$ cat src/rtl/fir_out_quantize.sv
// FIR accumulator output stage: fill-sample discard, round half-up, saturate,
// and a small output FIFO with valid/ready read side.
module fir_out_quantize #(
  parameter int unsigned ACC_WIDTH    = 48,
  parameter int unsigned OUT_WIDTH    = 16,
  parameter int unsigned FRAC_SHIFT   = 16,
  parameter int unsigned FILL_LAT     = 5,
  parameter bit          UNSIGNED_OUT = 1'b0,
  parameter int unsigned FIFO_DEPTH   = 4
) (
  input  logic                 CLK,
  input  logic                 RST_N,
  input  logic                 CE,
  input  logic [ACC_WIDTH-1:0] P_IN,
  input  logic                 P_VALID,
  input  logic                 FLUSH,
  output logic [OUT_WIDTH-1:0] Y,
  output logic                 Y_VALID,
  input  logic                 Y_READY,
  output logic [15:0]          SAT_CNT,
  output logic                 DROP
);

  localparam int unsigned CNT_W = (FILL_LAT > 1) ? $clog2(FILL_LAT) : 1;
  localparam int unsigned AW    = $clog2(FIFO_DEPTH);
  localparam logic [ACC_WIDTH:0] RND = (ACC_WIDTH + 1)'(1) << (FRAC_SHIFT - 1);
  localparam logic [AW:0] PTR_ONE = (AW + 1)'(1);

  typedef enum logic {S_FILL, S_RUN} state_t;
  localparam state_t ST_INIT = (FILL_LAT == 0) ? S_RUN : S_FILL;

  state_t                 state_q, state_d;
  logic [CNT_W-1:0]       fill_cnt_q, fill_cnt_d;
  logic [ACC_WIDTH:0]     r1_q, r1_d;
  logic                   v1_q, v1_d;
  logic [OUT_WIDTH-1:0]   y2_q, y2_d;
  logic                   sat2_q, sat2_d;
  logic                   v2_q, v2_d;
  logic [AW:0]            wptr_q, wptr_d, rptr_q, rptr_d;
  logic [OUT_WIDTH-1:0]   mem_q [FIFO_DEPTH];
  logic [OUT_WIDTH-1:0]   mem_d [FIFO_DEPTH];
  logic [15:0]            sat_cnt_q, sat_cnt_d;
  logic                   drop_q, drop_d;

  logic                   accept, empty, full, pop, wr, push;
  logic signed [ACC_WIDTH:0] q_s;

  always_comb begin
    state_d    = state_q;
    fill_cnt_d = fill_cnt_q;
    r1_d       = r1_q;
    v1_d       = v1_q;
    y2_d       = y2_q;
    sat2_d     = sat2_q;
    v2_d       = v2_q;
    wptr_d     = wptr_q;
    rptr_d     = rptr_q;
    mem_d      = mem_q;
    sat_cnt_d  = sat_cnt_q;
    drop_d     = drop_q;

    accept = CE & P_VALID;
    empty  = (wptr_q == rptr_q);
    full   = (wptr_q[AW] != rptr_q[AW]) && (wptr_q[AW-1:0] == rptr_q[AW-1:0]);
    pop    = ~empty & Y_READY;
    wr     = CE & v2_q;
    // A full FIFO still accepts the write when the same edge pops a slot free.
    push   = wr & (~full | pop);
    q_s    = $signed(r1_q) >>> FRAC_SHIFT;

    if (CE) begin
      if (state_q == S_FILL && accept) begin
        if (fill_cnt_q == CNT_W'(FILL_LAT - 1)) state_d = S_RUN;
        else fill_cnt_d = fill_cnt_q + CNT_W'(1);
      end
      // Extra headroom bit keeps the rounding add from wrapping at full scale.
      r1_d = {P_IN[ACC_WIDTH-1], P_IN} + RND;
      v1_d = accept && (state_q == S_RUN);
      v2_d = v1_q;
      y2_d   = q_s[OUT_WIDTH-1:0];
      sat2_d = 1'b0;
      if (UNSIGNED_OUT) begin
        if (q_s[ACC_WIDTH]) begin
          y2_d   = '0;
          sat2_d = 1'b1;
        end else if (|q_s[ACC_WIDTH-1:OUT_WIDTH]) begin
          y2_d   = '1;
          sat2_d = 1'b1;
        end
      end else if (!((&q_s[ACC_WIDTH:OUT_WIDTH-1]) || !(|q_s[ACC_WIDTH:OUT_WIDTH-1]))) begin
        y2_d   = q_s[ACC_WIDTH] ? {1'b1, {(OUT_WIDTH-1){1'b0}}} : {1'b0, {(OUT_WIDTH-1){1'b1}}};
        sat2_d = 1'b1;
      end
    end

    if (push) begin
      mem_d[wptr_q[AW-1:0]] = y2_q;
      wptr_d = wptr_q + PTR_ONE;
      if (sat2_q && sat_cnt_q != 16'hFFFF) sat_cnt_d = sat_cnt_q + 16'd1;
    end
    if (pop) rptr_d = rptr_q + PTR_ONE;
    if (wr && full && !pop) drop_d = 1'b1;

    if (FLUSH) begin
      v1_d       = 1'b0;
      v2_d       = 1'b0;
      wptr_d     = '0;
      rptr_d     = '0;
      fill_cnt_d = '0;
      sat_cnt_d  = '0;
      drop_d     = 1'b0;
      state_d    = ST_INIT;
    end
  end

  always_ff @(posedge CLK or negedge RST_N) begin
    if (!RST_N) begin
      state_q    <= ST_INIT;
      fill_cnt_q <= '0;
      r1_q       <= '0;
      v1_q       <= 1'b0;
      y2_q       <= '0;
      sat2_q     <= 1'b0;
      v2_q       <= 1'b0;
      wptr_q     <= '0;
      rptr_q     <= '0;
      for (int unsigned i = 0; i < FIFO_DEPTH; i++) mem_q[i] <= '0;
      sat_cnt_q  <= '0;
      drop_q     <= 1'b0;
    end else begin
      state_q    <= state_d;
      fill_cnt_q <= fill_cnt_d;
      r1_q       <= r1_d;
      v1_q       <= v1_d;
      y2_q       <= y2_d;
      sat2_q     <= sat2_d;
      v2_q       <= v2_d;
      wptr_q     <= wptr_d;
      rptr_q     <= rptr_d;
      mem_q      <= mem_d;
      sat_cnt_q  <= sat_cnt_d;
      drop_q     <= drop_d;
    end
  end

  assign Y       = mem_q[rptr_q[AW-1:0]];
  assign Y_VALID = ~empty;
  assign SAT_CNT = sat_cnt_q;
  assign DROP    = drop_q;

endmodule

$ cat config.mk
export PLATFORM = sky130hd
export DESIGN_NAME = fir_out_quantize
export DESIGN_NICKNAME = d
export VERILOG_FILES = /design/src/rtl/fir_out_quantize.sv
export SDC_FILE = /design/constraint.sdc
export NUM_CORES = 1
export LEC_CHECK = 0
export ABC_AREA = 0
export CAP_MARGIN = 15
export CORE_ASPECT_RATIO = 2
export CORE_MARGIN = 2
export CORE_UTILIZATION = 62
export CTS_BUF_LIST = sky130_fd_sc_hd__clkbuf_4
export DETAILED_ROUTE_END_ITERATION = 16
export PLACE_DENSITY = 0.84
export SETUP_SLACK_MARGIN = 0.02
export SLEW_MARGIN = 20
export SYNTH_ARGS = -nofsm -noshare
export SYNTH_HDL_FRONTEND = slang
export SYNTH_SLANG_ARGS = --single-unit
$ cat constraint.sdc
create_clock -name CLK -period 3.75 [get_ports CLK]
set_input_delay 0.75 -clock CLK [delete_from_list [all_inputs] [get_ports CLK]]
set_output_delay 0.75 -clock CLK [all_outputs]
set_load 0.1 [all_outputs]
## Word-level counts from Yosys, hierarchy flattened

Cells that the tools add are included.

| storage, ports and cells | value |
|---|---|
| input port bits | 54 |
| bits in registers | 159 |
| word-level logic and storage cells | 91 |

| operators by class | value |
|---|---|
| bitwise logic cells | 10 |
| eq/ne operators | 6 |
| magnitude comparators | 3 |
| reductions and logical operators | 22 |
| multiplexer cells | 30 |
| $add $sub $neg | 5 |

Operators by type and width:

| cell | number |
|---|---|
| 16-bit two-way mux | 8 |
| 64-bit bitwise mux | 1 |
| 48-bit by 17-bit adder with 49-bit output (second input constant) | 1 |
| 16-bit binary-select mux with 2-bit select | 1 |
| 16-bit demux with 2-bit select | 1 |
| 3-bit two-way mux | 8 |
| 18-bit AND reduction | 1 |
| 18-bit OR reduction | 1 |
| 16-bit by 1-bit adder with 16-bit output (second input constant) | 1 |
| 16-bit != test (second input constant) | 1 |
| 2-bit nonzero test | 7 |
| 1-bit two-way mux | 11 |
| 3-bit by 1-bit adder with 3-bit output (second input constant) | 3 |
| 1-bit logical AND | 7 |
| 3-bit greater-or-equal comparator (second input constant) | 2 |
| 2-bit inverter with 3-bit output | 2 |
| 3-bit AND reduction | 2 |
| 1-bit AND | 4 |
| 3-bit == test | 1 |
| 3-bit == test (second input constant) | 1 |
| 3-bit by 1-bit less-than comparator with 1-bit output (second input constant) | 1 |
| 1-bit inverter | 3 |
| 2-bit == test | 1 |
| 1-bit zero test | 2 |
| other kinds (5) | 5 |

## Logic depth before layout (Yosys ltp)

Gate-level depths: netlist (run 1).

| logic depth | value |
|---|---|
| word-level depth | 7 |
| gate-level depth with buffers | 7 |

## Least setup slack after synthesis (run 1)

No wires, ideal clock.

| timing | value |
|---|---|
| path type | flip-flop to flip-flop |
| start point | register sat_cnt_q[0], in the netlist SAT_CNT[0] |
| end point | register sat_cnt_q[13], in the netlist SAT_CNT[13] |
| setup time | 0.125 ns |
| setup slack | 1.242 ns |
| cell stages (with the launch flop) | 7 |
| arrival | 2.383 ns |
| data required time | 3.625 ns |
| cell sequence | dfrtp_1 ha_1 and3_1 clkbuf_1 and3_1 a2111oi_2 mux2_2 |

| on the way | value |
|---|---|
| cells in the longest elaborated chain, start to end | 4 |
| elaborated cells on any way between the ends | 8 |
| classes of those cells | 1 x add/sub; 1 x eq/ne; 3 x mux; 3 x reduce/logical |

Ends and longest elaborated chain:

| what | line | source |
|---|---|---|
| start, declared | 42 | `logic [15:0] sat_cnt_q, sat_cnt_d;` |
| start signal, assigned | 141 | `sat_cnt_q <= sat_cnt_d;` |
| 16-bit by 1-bit adder with 16-bit output / 16-bit != test (equally long branches) | 99 | `if (sat2_q && sat_cnt_q != 16'hFFFF) sat_cnt_d = sat_cnt_q + 16'd1;` |
| 16-bit two-way mux / 1-bit logical AND (equally long branches) | 99 |  |
| 16-bit two-way mux / 2-bit nonzero test (equally long branches) | -- |  |
| 16-bit two-way mux / 2-bit AND reduction (equally long branches) | -- |  |

Parallel ways exist; a longest one is shown, timed or not. The select of a mux whose other input is x is not followed.
A chain may end at the register's enable or synchronous reset.

## Worst setup path after layout (run 1)

| timing | value |
|---|---|
| start point | register rptr_q[0] |
| end point | output Y[6] |

| on the way | value |
|---|---|
| cells in the longest elaborated chain, start to end | 4 |

Ends and longest elaborated chain:

| what | line | source |
|---|---|---|
| start, declared | 39 | `logic [AW:0] wptr_q, wptr_d, rptr_q, rptr_d;` |
| start signal, assigned | 139 | `rptr_q <= rptr_d;` |
| 2-bit inverter with 3-bit output (implied by the code) | 146 | `assign Y = mem_q[rptr_q[AW-1:0]];` |
| 16-bit binary-select mux with 2-bit select | 146 |  |
| 16-bit two-way mux (implied by the code) (2 in series) | 146 |  |
| end, declared | 17 | `output logic [OUT_WIDTH-1:0] Y,` |

No other way between the ends. The select of a mux whose other input is x is not followed.

==> flow_summary_export.csv, run 1 <==
group,metric,value,unit
status,outcome,"completed",
sta,slew_headroom,30.3,%
synth,ys_seq_area_share,49.4,%
floorplan,fp-row-count,55,
setup_path,cp.arrival,2230,ps
setup_path,regToRegSetupSlack,1380,ps
synth,ys.warnings.count,0,
hold_path,hold_class,"input pin to async pin",
clock_network,cts.sinks,143,
power_and_ir_drop,p_int,0.00206,W
setup_path,ff2ff_path_depth,4,
placement,io_buffers,72,
synth,synth_fa_ha_area_share,1.56,%
synth,synth_area,7240,sq um
synth,synthArstFlopShare,100,%
synth,synth_top_family_by_area,"multiplexers",
setup_path,start_kind,"flip-flop",
sta,maxSlewViolCount,0,
setup_path,worstPathCellList,"buf_4 -> mux4_2 -> buf_4",
synth,synth_ff_type,"dfrtp_1",
synth,synth.distinct_cells,52,
clock_network,postCtsSetupRepairBufs,0,
power_and_ir_drop,switching_share,27.3,%
setup_path,worstPathMaxFanout,16,
placement,place_ws,605,ps
power_and_ir_drop,power_frac_seq,58.8,%
finish,syn2layout_area_growth,14.1,%
power_and_ir_drop,ir_worst_vdd,0.203,mV
drt,first_iter_violations,330,
global_route,antenna_found_initial,0,
setup_path,critPathTopFamily,"buffers and inverters",
global_route,track_usage,26.6,%
clock_network,clock_latency,530,ps
synth,synthMuxAreaShare,16.2,%
placement,hpwl,11.0,mm
sta,setup-tns-final,0,ps
setup_path,path_buf_inv,2,
clock_network,clockRootBuffer,"clkbuf_4",
clock_network,clkTransAtPathRegs,130,ps
power_and_ir_drop,p_switching,0.000770,W
setup_path,setup.worst_path.end,"Y[6]",
drt,drc_errors,0,
floorplan,die_x,80.4,um
synth,synth_edf_count,0,
synth,synth_compound_area_share,10.3,%
setup_path,crit_path_start,"rptr_q[0]",
drt,dr_total_vias,5459,
power_and_ir_drop,clkPwrFrac,32.9,%
finish,drive_gt1_share,21.5,%
floorplan,floorplan.initialDensity,63.7,%
clock_network,cts_inserted_buffers,17,
finish,diodes,0,
synth,syn_avg_cell_area,11.2,sq um
setup_path,critPathCaptureType,"output port",
setup_path,r2r-end,"SAT_CNT[8]",
global_route,grt_pass1_wl,26.1,mm
drt,wl_per_cell,17.9,um
sta,max_slew.worst_pin.slew,1040,ps
power_and_ir_drop,comb_power_share,8.3,%
sta,hold_viol_final,0,
sta,period_share,79.5,%
sta,finalSetupViolCount,0,
setup_path,crit_cells,3,
setup_path,reg2reg_from,"rptr_q[2]",
setup_path,slowest_stage,"mux4_2",
setup_path,critPathKind,"flip-flop to output port",
clock_network,htreeDepth,4,
synth,synth_xor_area_share,2.66,%
power_and_ir_drop,p_per_area,342,nW/um^2
drt,first_pass_iters,4,
setup_path,required,3000,ps
clock_network,cts_tree,"yes",
placement,dpl-instance-area,7980,sq um
floorplan,dieArea,12600,sq um
drt,drt.antenna.violating_nets,0,
floorplan,io_pins,88,
finish,fin_nets,770,
drt,vias_per_cell,6.33,
clock_network,cts_hold_buf,0,
global_route,grt_max_degree,101,
sta,finClkSkew,14.1,ps
setup_path,cp_slowest_stage_delay,580,ps
synth,ys_seq_elements,143,
clock_network,clockBufferDepth,2,
finish,fin_area,8260,sq um
job,drv_cap,0,
sta,period_needed,2980,ps
floorplan,core,11400,sq um
power_and_ir_drop,p_leak,3.57,nW
sta,grt_setup_unrepaired,"no",
global_route,grt_pass1_vias,5604,
sta,fmax,335,MHz
drt,wirelength,15.5,mm
synth,synthCells,644,
placement,globalplace.congestion,0.895,
finish,final_util,72.7,%
synth,synth_nets,707,
synth,synth_simple_gate_area_share,15.8,%
floorplan,die_y,157,um
setup_path,critPathMostFrequentCell,"buf_4",
clock_network,cts-resized-gates,0,
global_route,overflow,0,
sta,setup_ws,767,ps
per-layer routing:
layer | track usage [%] | share of wire [%] | routed length (um) | up-vias
met5 | 0 | 0 | 0 | -
met4 | 12.9 | 3.2 | 501 | 0
met3 | 3.86 | 2.9 | 447 | 43
met2 | 48.7 | 57 | 8810 | 129
met1 | 29.4 | 37 | 5690 | 2724
li1 | - | - | - | 2563
sequential cells by signal, summed over array words and instances (netlist names), 3 cells and up:
name / cells
y2_q: 16
r1_q: 33
SAT_CNT: 16
wptr_q: 3
fill_cnt_q: 3
mem_q: 64
rptr_q: 3
power by group through the flow:
stage          clock network [W]  logic [W]  registers, W
3_3_place_gp                   0   0.000224       0.00168
5_1_grt                  0.00103   0.000266       0.00167
4_1_cts                 0.000952   0.000238       0.00166
6_report                0.000929   0.000236       0.00166
2_1_floorplan                  0   0.000121       0.00167
3_5_place_dp                   0   0.000236       0.00169
worst min-delay path by stage:
stage | startpoint | endpoint | slack (ps) | cells after the start
final | RST_N | SAT_CNT[14] | 270 | 1
after global routing | RST_N | SAT_CNT[14] | 310 | 1
after floorplan | RST_N | DROP | 450 | 0
after global placement | sat2_q | sat2_q | 480 | 2
after detailed placement | sat2_q | sat2_q | 480 | 2
after CTS | RST_N | SAT_CNT[14] | 300 | 1
stage by stage:
step                hold WS (ps)  total power, W  cells
floorplan                    452         0.00179    644
global placement             479         0.00191    830
detailed placement           484         0.00193    830
CTS                          304         0.00285    862
global route                 308         0.00296    862
finish                       268         0.00283    862
area by class of cell:
type,instances,area (sq um)
Sequential cell,143,3580
Multi-Input combinational cell,435,3370
Fill cell,829,3100
Timing Repair Buffer,80,747
Tap cell,142,178
Clock buffer,19,143
Clock inverter,13,133
Inverter,30,113
cells in the final DEF (no fill, tap or decap), drive strengths merged, types with 19 or more instances in the layout:
cell type	instances
clkdlybuf4s50	53
a21oi	26
dfrtp	143
or4	29
nand3	20
inv	35
nand2	25
nand4	24
mux2	68
nor2	64
o31ai	26
clkbuf	19
buf	27
a31oi	20
cells by family after synthesis:
family / Yosys count
fa+ha+maj: 9
compound gates: 106
simple gates: 209
mux: 89
buf+inv: 66
xor+xnor: 22
flops: 143
synthesized netlist by cell type (all sizes together) (7+ instances only):
cell	n	share of area, %
mux4	16	5.0
ha	9	1.6
nand2	25	1.4
a21oi	26	1.8
clkbuf	19	0.99
dfrtp	143	49
or3	7	0.62
o21ai	7	0.48
xnor2	12	1.5
and4	9	1.1
a31oi	20	1.7
nor3	7	0.48
nand4	24	2.2
buf	17	1.5
mux2	68	11
xor2	10	1.2
or4	29	3.1
nor2	64	3.3
nand3	20	1.4
inv	30	1.6
o31ai	26	2.7
and3	7	0.62
a311oi	15	1.8
(Power assumes the default switching activity.)
==> run 2, diff against run 1 <==
--- a/config.mk
+++ b/config.mk
@@ -9,10 +9,10 @@
 export CAP_MARGIN = 15
 export CORE_ASPECT_RATIO = 2
 export CORE_MARGIN = 2
-export CORE_UTILIZATION = 62
+export CORE_UTILIZATION = 52
 export CTS_BUF_LIST = sky130_fd_sc_hd__clkbuf_4
 export DETAILED_ROUTE_END_ITERATION = 16
-export PLACE_DENSITY = 0.84
+export PLACE_DENSITY = 0.74
 export SETUP_SLACK_MARGIN = 0.02
 export SLEW_MARGIN = 20
 export SYNTH_ARGS = -nofsm -noshare
==> constraint.sdc (replaced) <==
create_clock -name CLK -period 2.7 [get_ports CLK]
set_input_delay 0.54 -clock CLK [delete_from_list [all_inputs] [get_ports CLK]]
set_output_delay 0.54 -clock CLK [all_outputs]
set_load 0.1 [all_outputs]
==> flow_summary_export.csv, run 2 (synthesized netlist as in run 1, its figures left out) <==
group,metric,value,unit
setup_path,worstPathMaxFanout,19,
power_and_ir_drop,ir_worst_vdd,0.441,mV
drt,drc_errors,0,
global_route,track_usage,20.7,%
sta,hold_ws,317,ps
sta,max_slew.worst_pin.slew,771,ps
floorplan,fp-row-count,61,
sta,grt_setup_unrepaired,"no",
global_route,grt_max_degree,60,
sta,maxSlewViolCount,0,
finish,layout_common_cells,"dfrtp_1, mux2_2, nor2_1",
clock_network,clockRootBuffer,"clkbuf_4",
finish,syn2layout_area_growth,18.6,%
sta,hold_viol_final,0,
status,outcome,"completed",
clock_network,cts_tree,"yes",
drt,wl_per_cell,16.4,um
setup_path,required,2160,ps
drt,vias_per_cell,6.01,
finish,top_register,"mem_q",
sta,setup-tns-final,0,ps
clock_network,clockBufferDepth,2,
clock_network,htreeDepth,4,
sta,period_share,94.6,%
hold_path,hold_class,"input pin to flip-flop",
floorplan,dieArea,14900,sq um
finish,largest_register_ffs,64,
floorplan,floorplan.initialDensity,52.7,%
sta,finalSetupViolCount,0,
global_route,antenna_found_initial,1,
global_route,grt_pass1_wl,24.6,mm
floorplan,io_pins,88,
setup_path,critPathKind,"flip-flop to output port",
power_and_ir_drop,p_leak,3.73,nW
global_route,grt_pass1_vias,5226,
placement,hpwl,10.3,mm
clock_network,cts_inserted_buffers,17,
clock_network,clkTransAtPathRegs,120,ps
clock_network,cts.sinks,143,
setup_path,cp.arrival,2010,ps
floorplan,die_x,87.4,um
placement,globalplace.congestion,0.901,
finish,final_util,62.5,%
sta,slew_headroom,48.1,%
finish,final_common_cell,"dfrtp_1",
setup_path,start_kind,"flip-flop",
drt,drt.antenna.violating_nets,0,
sta,period_needed,2550,ps
drt,first_iter_violations,337,
power_and_ir_drop,p_per_area,468,nW/um^2
clock_network,clock_latency,520,ps
finish,largestRegisters,"mem_q (64), r1_q (33)",
floorplan,core,13700,sq um
drt,first_pass_iters,4,
setup_path,critPathCaptureType,"output port",
sta,fmax,392,MHz
finish,fin_nets,785,
drt,wirelength,14.6,mm
job,drv_cap,0,
finish,drive_gt1_share,25.0,%
global_route,overflow,0,
placement,io_buffers,72,
sta,finClkSkew,14.5,ps
drt,dr_total_vias,5369,
floorplan,die_y,171,um
-- run 2: changes by cell type in the layout (fill, tap and decap cells not counted) --
| cell | delta |
|---|---|
| clkinvlp_4 | -3 |
| clkdlybuf4s50_1 | -17 |
| clkinv_2 | +2 |
| buf_6 | +1 |
| buf_12 | +17 |
| buf_4 | +13 |
| diode_2 | +1 |
| inv_8 | +1 |
| dlygate4sd3_1 | +1 |
| clkinv_1 | +2 |
| clkbuf_4 | -2 |
| bufinv_16 | +1 |
| inv_6 | -1 |
-- run 2: area by class of cell --
class	count	area, sq um
Antenna cell	1	2.50
Clock buffer	17	128
Sequential cell	143	3580
Clock inverter	15	160
Multi-Input combinational cell	435	3370
Fill cell	1123	5160
Timing Repair Buffer	95	1040
Tap cell	157	196
Inverter	30	113
-- run 2: what timing repair did --
item                       in CTS  in global routing
setup endpoints to repair       7                  0
hold buffers                    1                  0
gates resized for setup         1                  0
buffers inserted                0                  0
hold endpoints to repair       47                  0
-- run 2: per-layer routing --
metal  global-route usage, %  part of all wire [%]
met1                    27.8                    44
met4                    6.96                   1.5
met5                       0                     0
met3                    3.62                   3.6
met2                    33.8                    51
-- run 2: path summary, 6_finish.rpt --
kind / start / to / slack [ps] / cells after the start
worst max-delay path: rptr_q[0] / Y[10] / 150 / 3
worst min-delay path: CE / DROP / 320 / 3
worst max register to register: wptr_q[0] / mem_q[49] / 580 / 4
worst min register to register: sat2_q / sat2_q / 510 / 2
max in group asynchronous: RST_N / mem_q[44] / 1390 / 3
min in group asynchronous: RST_N / SAT_CNT[11] / 500 / 2
-- run 2: stage by stage --
stage	setup WS, ps	total power, W	instances	instance area, sq um
floorplan	192	0.00249	644	7240
global placement	82.5	0.00268	859	8280
detailed placement	69.6	0.00269	859	8280
CTS	89.1	0.00407	892	8580
global route	27.0	0.00420	893	8580
finish	146	0.00402	893	8580
-- run 2: critical path, stage by stage (launching register included) --
cell,delay (ps)
dfrtp_1,400
buf_6,290
mux4_2,590
buf_12,190
-- run 2: power breakdown --
part	internal, W	switching (W)
combinational	0.000146	0.000195
clock	0.000565	0.000806
sequential	0.00222	0.0000816
